`src/rtl/sdram_arbiter.sv`:
```
// Shares the single-command SDRAM controller between video fetch, CPU byte access and loader writes.
// Owner is picked in IDLE, its strobe is held until the controller reports busy, and ack follows busy release.
module sdram_arbiter #(
  parameter int unsigned TIMEOUT_CYC = 1023,
  parameter int unsigned STARVE_MAX  = 4
) (
  input  logic        clk,
  input  logic        reset,
  input  logic        vid_req,
  input  logic [19:0] vid_addr,
  output logic [15:0] vid_rdata,
  output logic        vid_ack,
  input  logic        cpu_req,
  input  logic        cpu_we,
  input  logic [19:0] cpu_addr,
  input  logic [7:0]  cpu_wdata,
  output logic [7:0]  cpu_rdata,
  output logic        cpu_ack,
  input  logic        ldr_req,
  input  logic [19:0] ldr_addr,
  input  logic [7:0]  ldr_wdata,
  output logic        ldr_ack,
  output logic [19:0] mem_addr,
  output logic [15:0] mem_wdata,
  output logic        mem_rd,
  output logic        mem_we_n,
  output logic        mem_rdv,
  input  logic [15:0] mem_odata,
  input  logic        mem_cpubusy,
  input  logic        mem_vidbusy,
  output logic        err_timeout
);

  // state     | meaning
  // IDLE      | pick an owner, latch addr/data, raise its strobe
  // ISSUE     | strobe held until the owner's busy flag rises
  // WAIT_DONE | strobe released, waiting for busy to fall
  // GAP       | one idle cycle with ack high; lets the controller re-arm its edge detectors
  typedef enum logic [1:0] {S_IDLE, S_ISSUE, S_WAIT_DONE, S_GAP} state_t;
  typedef enum logic [1:0] {OWN_VID, OWN_CPU, OWN_LDR} owner_t;

  localparam logic [9:0] TMO_LIM    = 10'(TIMEOUT_CYC);
  localparam logic [2:0] STARVE_LIM = 3'(STARVE_MAX);

  state_t      state_q, state_d;
  owner_t      owner_q, owner_d;
  logic [2:0]  starve_q, starve_d;
  logic [9:0]  tmo_q, tmo_d;
  logic        err_q, err_d;
  logic [15:0] vid_rdata_q, vid_rdata_d;
  logic [7:0]  cpu_rdata_q, cpu_rdata_d;
  logic        cpu_rd_q, cpu_rd_d;
  logic        vid_ack_q, vid_ack_d;
  logic        cpu_ack_q, cpu_ack_d;
  logic        ldr_ack_q, ldr_ack_d;
  logic [19:0] mem_addr_q, mem_addr_d;
  logic [15:0] mem_wdata_q, mem_wdata_d;
  logic        mem_rd_q, mem_rd_d;
  logic        mem_we_n_q, mem_we_n_d;
  logic        mem_rdv_q, mem_rdv_d;

  logic        owner_busy;
  logic [9:0]  tmo_inc;
  logic        done;

  always_comb begin
    state_d     = state_q;
    owner_d     = owner_q;
    starve_d    = starve_q;
    tmo_d       = tmo_q;
    err_d       = err_q;
    vid_rdata_d = vid_rdata_q;
    cpu_rdata_d = cpu_rdata_q;
    cpu_rd_d    = cpu_rd_q;
    vid_ack_d   = 1'b0;
    cpu_ack_d   = 1'b0;
    ldr_ack_d   = 1'b0;
    mem_addr_d  = mem_addr_q;
    mem_wdata_d = mem_wdata_q;
    mem_rd_d    = mem_rd_q;
    mem_we_n_d  = mem_we_n_q;
    mem_rdv_d   = mem_rdv_q;
    done        = 1'b0;
    owner_busy  = (owner_q == OWN_VID) ? mem_vidbusy : mem_cpubusy;
    tmo_inc     = tmo_q + 10'd1;

    case (state_q)
      S_IDLE: begin
        if (!ldr_req) starve_d = 3'd0;
        if (vid_req) begin
          owner_d    = OWN_VID;
          mem_addr_d = vid_addr;
          mem_rdv_d  = 1'b1;
          tmo_d      = 10'd0;
          state_d    = S_ISSUE;
        end else if (ldr_req && (starve_q == STARVE_LIM || !cpu_req)) begin
          owner_d     = OWN_LDR;
          mem_addr_d  = ldr_addr;
          mem_wdata_d = {8'h00, ldr_wdata};
          mem_we_n_d  = 1'b0;
          starve_d    = 3'd0;
          tmo_d       = 10'd0;
          state_d     = S_ISSUE;
        end else if (cpu_req) begin
          owner_d     = OWN_CPU;
          cpu_rd_d    = !cpu_we;
          mem_addr_d  = cpu_addr;
          mem_wdata_d = {8'h00, cpu_wdata};
          mem_rd_d    = !cpu_we;
          mem_we_n_d  = !cpu_we;
          tmo_d       = 10'd0;
          state_d     = S_ISSUE;
          if (ldr_req && starve_q != STARVE_LIM) starve_d = starve_q + 3'd1;
        end
      end
      S_ISSUE: begin
        tmo_d = tmo_inc;
        if (tmo_inc == TMO_LIM) begin
          err_d   = 1'b1;
          done    = 1'b1;
          state_d = S_GAP;
        end else if (owner_busy) begin
          state_d = S_WAIT_DONE;
        end
        if (state_d != S_ISSUE) begin
          mem_rd_d   = 1'b0;
          mem_we_n_d = 1'b1;
          mem_rdv_d  = 1'b0;
        end
      end
      S_WAIT_DONE: begin
        tmo_d = tmo_inc;
        if (!owner_busy) begin
          if (owner_q == OWN_VID) vid_rdata_d = mem_odata;
          if (owner_q == OWN_CPU && cpu_rd_q) cpu_rdata_d = mem_odata[7:0];
          done    = 1'b1;
          state_d = S_GAP;
        end else if (tmo_inc == TMO_LIM) begin
          err_d   = 1'b1;
          done    = 1'b1;
          state_d = S_GAP;
        end
      end
      S_GAP: state_d = S_IDLE;
      default: state_d = S_IDLE;
    endcase

    // Ack is raised on the edge into GAP, so it is high for exactly that cycle.
    if (done) begin
      vid_ack_d = (owner_q == OWN_VID);
      cpu_ack_d = (owner_q == OWN_CPU);
      ldr_ack_d = (owner_q == OWN_LDR);
    end
  end

  always_ff @(posedge clk) begin
    if (reset) begin
      state_q     <= S_IDLE;
      owner_q     <= OWN_VID;
      starve_q    <= 3'd0;
      tmo_q       <= 10'd0;
      err_q       <= 1'b0;
      vid_rdata_q <= 16'h0000;
      cpu_rdata_q <= 8'h00;
      cpu_rd_q    <= 1'b0;
      vid_ack_q   <= 1'b0;
      cpu_ack_q   <= 1'b0;
      ldr_ack_q   <= 1'b0;
      mem_addr_q  <= 20'h00000;
      mem_wdata_q <= 16'h0000;
      mem_rd_q    <= 1'b0;
      mem_we_n_q  <= 1'b1;
      mem_rdv_q   <= 1'b0;
    end else begin
      state_q     <= state_d;
      owner_q     <= owner_d;
      starve_q    <= starve_d;
      tmo_q       <= tmo_d;
      err_q       <= err_d;
      vid_rdata_q <= vid_rdata_d;
      cpu_rdata_q <= cpu_rdata_d;
      cpu_rd_q    <= cpu_rd_d;
      vid_ack_q   <= vid_ack_d;
      cpu_ack_q   <= cpu_ack_d;
      ldr_ack_q   <= ldr_ack_d;
      mem_addr_q  <= mem_addr_d;
      mem_wdata_q <= mem_wdata_d;
      mem_rd_q    <= mem_rd_d;
      mem_we_n_q  <= mem_we_n_d;
      mem_rdv_q   <= mem_rdv_d;
    end
  end

  assign vid_rdata   = vid_rdata_q;
  assign vid_ack     = vid_ack_q;
  assign cpu_rdata   = cpu_rdata_q;
  assign cpu_ack     = cpu_ack_q;
  assign ldr_ack     = ldr_ack_q;
  assign mem_addr    = mem_addr_q;
  assign mem_wdata   = mem_wdata_q;
  assign mem_rd      = mem_rd_q;
  assign mem_we_n    = mem_we_n_q;
  assign mem_rdv     = mem_rdv_q;
  assign err_timeout = err_q;

endmodule
```
`config.mk`:
```
export PLATFORM = sky130hd
export DESIGN_NAME = sdram_arbiter
export DESIGN_NICKNAME = d
export VERILOG_FILES = /design/src/rtl/sdram_arbiter.sv
export SDC_FILE = /design/constraint.sdc
export NUM_CORES = 1
export LEC_CHECK = 0
export CORE_MARGIN = 2
export CORE_UTILIZATION = 38
export CTS_CLUSTER_DIAMETER = 100
export DETAILED_ROUTE_END_ITERATION = 7
export PLACE_DENSITY_LB_ADDON = 0.08
export SYNTH_ARGS = -nofsm -noshare
export SYNTH_HDL_FRONTEND = slang
export SYNTH_SLANG_ARGS = --single-unit
```
`constraint.sdc`:
```
create_clock -name clk -period 1.8 [get_ports clk]
set_input_delay 0.36 -clock clk [delete_from_list [all_inputs] [get_ports clk]]
set_output_delay 0.36 -clock clk [all_outputs]
set_load 0.05 [all_outputs]
```
==> results.tsv <==
metric	value	unit
crit path max-delay cell type	clkdlybuf4s50_1	
startpoint types	input port	
CTS tree	built	
Final Slew Violations	0	
# fillers	909	
starting density of the core	0.393	
Yosys warnings	0	
Post-Syn Area	3840	µm²
worst reg2reg path depth	7	
drt drc	0	
post-synthesis sequential area ratio	0.401	
wire per inst	14.2	µm
fin crit period	1.80	ns
top-area cell type share of the netlist area	0.401	
WHS	0.418	ns
layout cell share with drive strength beyond 1	0.252	
placed cell areas	5660	µm²
Synth cell types	60	
Worst path max stage delay	0.51	ns
leak pwr	2.50	nW
Routed WL	11400	µm
initial antenna violation count	0	
Hold Fails Final Rpt	0	
worst reg-to-reg setup slack	0.01	ns
DP Wirelength	8330	µm
RSZ-0062 raised after global routing	yes	
width of the die	105	µm
status	finished, final reports clean	
routed vias/inst	4.97	
clk sink count	77	
cell taking the most area after synthesis	dfxtp_1	
Core Rows	36	
CP Cell Sequence	clkdlybuf4s50_1 -> or3b_1 -> and2_2 -> buf_4 -> nor2_1 -> a2bb2oi_1 -> o211a_1	
Crit path max-delay family	simple AND/OR/NAND/NOR gates	
global-route wire length before repair	18600	µm
dpl ws	-0.316	ns
Worst R2R Start	tmo_q[0]	
root buf cell	clkbuf_8	
Critical Path RT	2.04	ns
post-layout net count	775	
vias	3997	
fin crit share	0.999	
Crit Path Category	input port to register	
ys flop type	dfxtp_1	
number of DRC markers in iteration 0	157	
GPL Wtd Cong	0.865	
worst path bufs/invs	2	
critical register-to-register path endpoint	mem_rd	
final setup fails	0	
final worst slack	0.00200	ns
Post-Route Skew	0.0109	ns
depth of the CTS H-tree	3	
GRT Residual Overflow	0	
most common cell in the synthesized netlist	nand2_1	
Peak supply drop	391	µV
PwrDens	774	nW/µm²
max frequency	0.556	GHz
Port Buf Inserts	158	
dominant cells by area after synthesis	dfxtp_1 40%, a21oi_1 8.6%, nand2_1 7.9%	
Reg clk slew, reported paths	0.08	ns
Mapped Avg Cell Area	7.97	µm²
io pins	167	
commonest cells in the netlist	81 x nand2_1, 77 x dfxtp_1, 66 x a21oi_1, 38 x nor2_1, 29 x o21ai_0	
CP endpoint kind	register	
pin count of the biggest net entering global routing	41	
critical path arrival	2.04	ns
crit-path max FO	3	
Maximum Capacitance Violations	0	
Core Area	9770	µm²
remaining antenna violation count after routing	0	
die area	10900	µm²
clk_lat worst skew	0.34	ns
TritonCTS Buffers	9	
Synth Register Bits	77	
hold depth	2	
share of synthesized registers carrying an async set or reset	0	
number of flops mapped to enable cells by yosys	0	
cells after synthesis	482	
Global Route Usage Sum	0.205	
instance count on the critical path	7	
hold_sp	reset	
# diodes	0	
Area growth, synth to finish	56.5	%
fin area	6010	µm²
vias in the first global route	3887	
HP Class	input port to register	
clock tree buffer depth	2	
1st-pass router iterations	4	
Die Span Y	105	µm
Hold Path End	starve_q[0]	
[cells in the final DEF, fill, tap and decap left out, types with 5 or more instances in the layout]
cell type	n
clkbuf_8	9
nand3b_1	5
clkdlybuf4s50_1	98
nor2_1	37
buf_4	99
mux2i_1	8
a22oi_1	12
a21oi_1	66
o21ai_0	25
nand2_1	81
nand3_1	23
conb_1	8
inv_1	16
nor3_1	8
a311oi_1	8
dfxtp_1	72
mux2_2	9
[area by class of cell]
cell class | count | area [µm²] | share of cell area
Tap cell | 133 | 166 | 0.0277
Clock buffer | 9 | 124 | 0.0206
Inverter | 18 | 67.6 | 0.0112
Multi-Input combinational cell | 356 | 2190 | 0.365
Timing Repair Buffer | 205 | 1840 | 0.307
Sequential cell | 77 | 1560 | 0.259
Clock inverter | 6 | 62.6 | 0.0104
[how the worst max path moves through the flow]
| stage | from | endpoint |
|---|---|---|
| detailed placement | mem_vidbusy | state_q[0] |
| global route | register | cpu_ack |
| floorplan | state_q[0] | tmo_q[2] |
| global placement | mem_vidbusy | state_q[0] |
| finish | mem_vidbusy | state_q[0] |
| CTS | tmo_q[0] | ldr_ack |
[report_power, final]
group | internal, mW | switching (mW)
sequential | 1.81 | 0.0633
combinational | 0.658 | 0.849
clock | 0.633 | 0.641
total | 3.10 | 1.55
[timing repair]
item	in CTS	in global routing
setup buffers	2	0
setup endpoints to repair	16	64
pin swaps	8	10
gates cloned	1	1
hold buffers	0	0
gates resized for setup	12	22
[registers in the layout, summed over array words and instances (netlist names), named ones only]
register	count
mem_addr	20
vid_rdata	16
tmo_q	10
cpu_rdata	8
mem_wdata	8
starve_q	3
owner_q	2
cpu_ack	1
cpu_rd_q	1
err_timeout	1
ldr_ack	1
mem_rd	1
mem_rdv	1
mem_we_n	1
state_q	1
vid_ack	1
[per-layer routing]
layer | share of wire | up-vias | GRT usage
met3 | 0.042 | 16 | 0.0399
li1 | - | 2032 | -
met5 | 0 | - | 0
met1 | 0.45 | 1863 | 0.255
met4 | 0.017 | 0 | 0.0753
met2 | 0.49 | 86 | 0.350
[logic make-up after synthesis]
logic type | Yosys count | synth area share
and+or+nand+nor | 183 | 0.229
other | 1 | 0.000976
buffers and inverters | 58 | 0.0733
muxes | 18 | 0.0511
DFF | 77 | 0.401
xor gates and xnor gates | 3 | 0.00880
AOI/OAI and AO/OA | 134 | 0.210
adders and majority gates | 8 | 0.0261
[through the flow]
stage / instances / utilization / power, mW / TNS (ns)
floorplan: 489 / - / 2.77 / -0.00115
global placement: 785 / 0.579 / 3.35 / -8.83
detailed placement: 785 / 0.579 / 3.36 / -9.93
CTS: 803 / 0.605 / 4.66 / -0.00482
global route: 804 / 0.615 / 4.89 / -0.348
finish: 804 / 0.615 / 4.65 / 0
No activity file was read; power rests on OpenSTA's default activity.
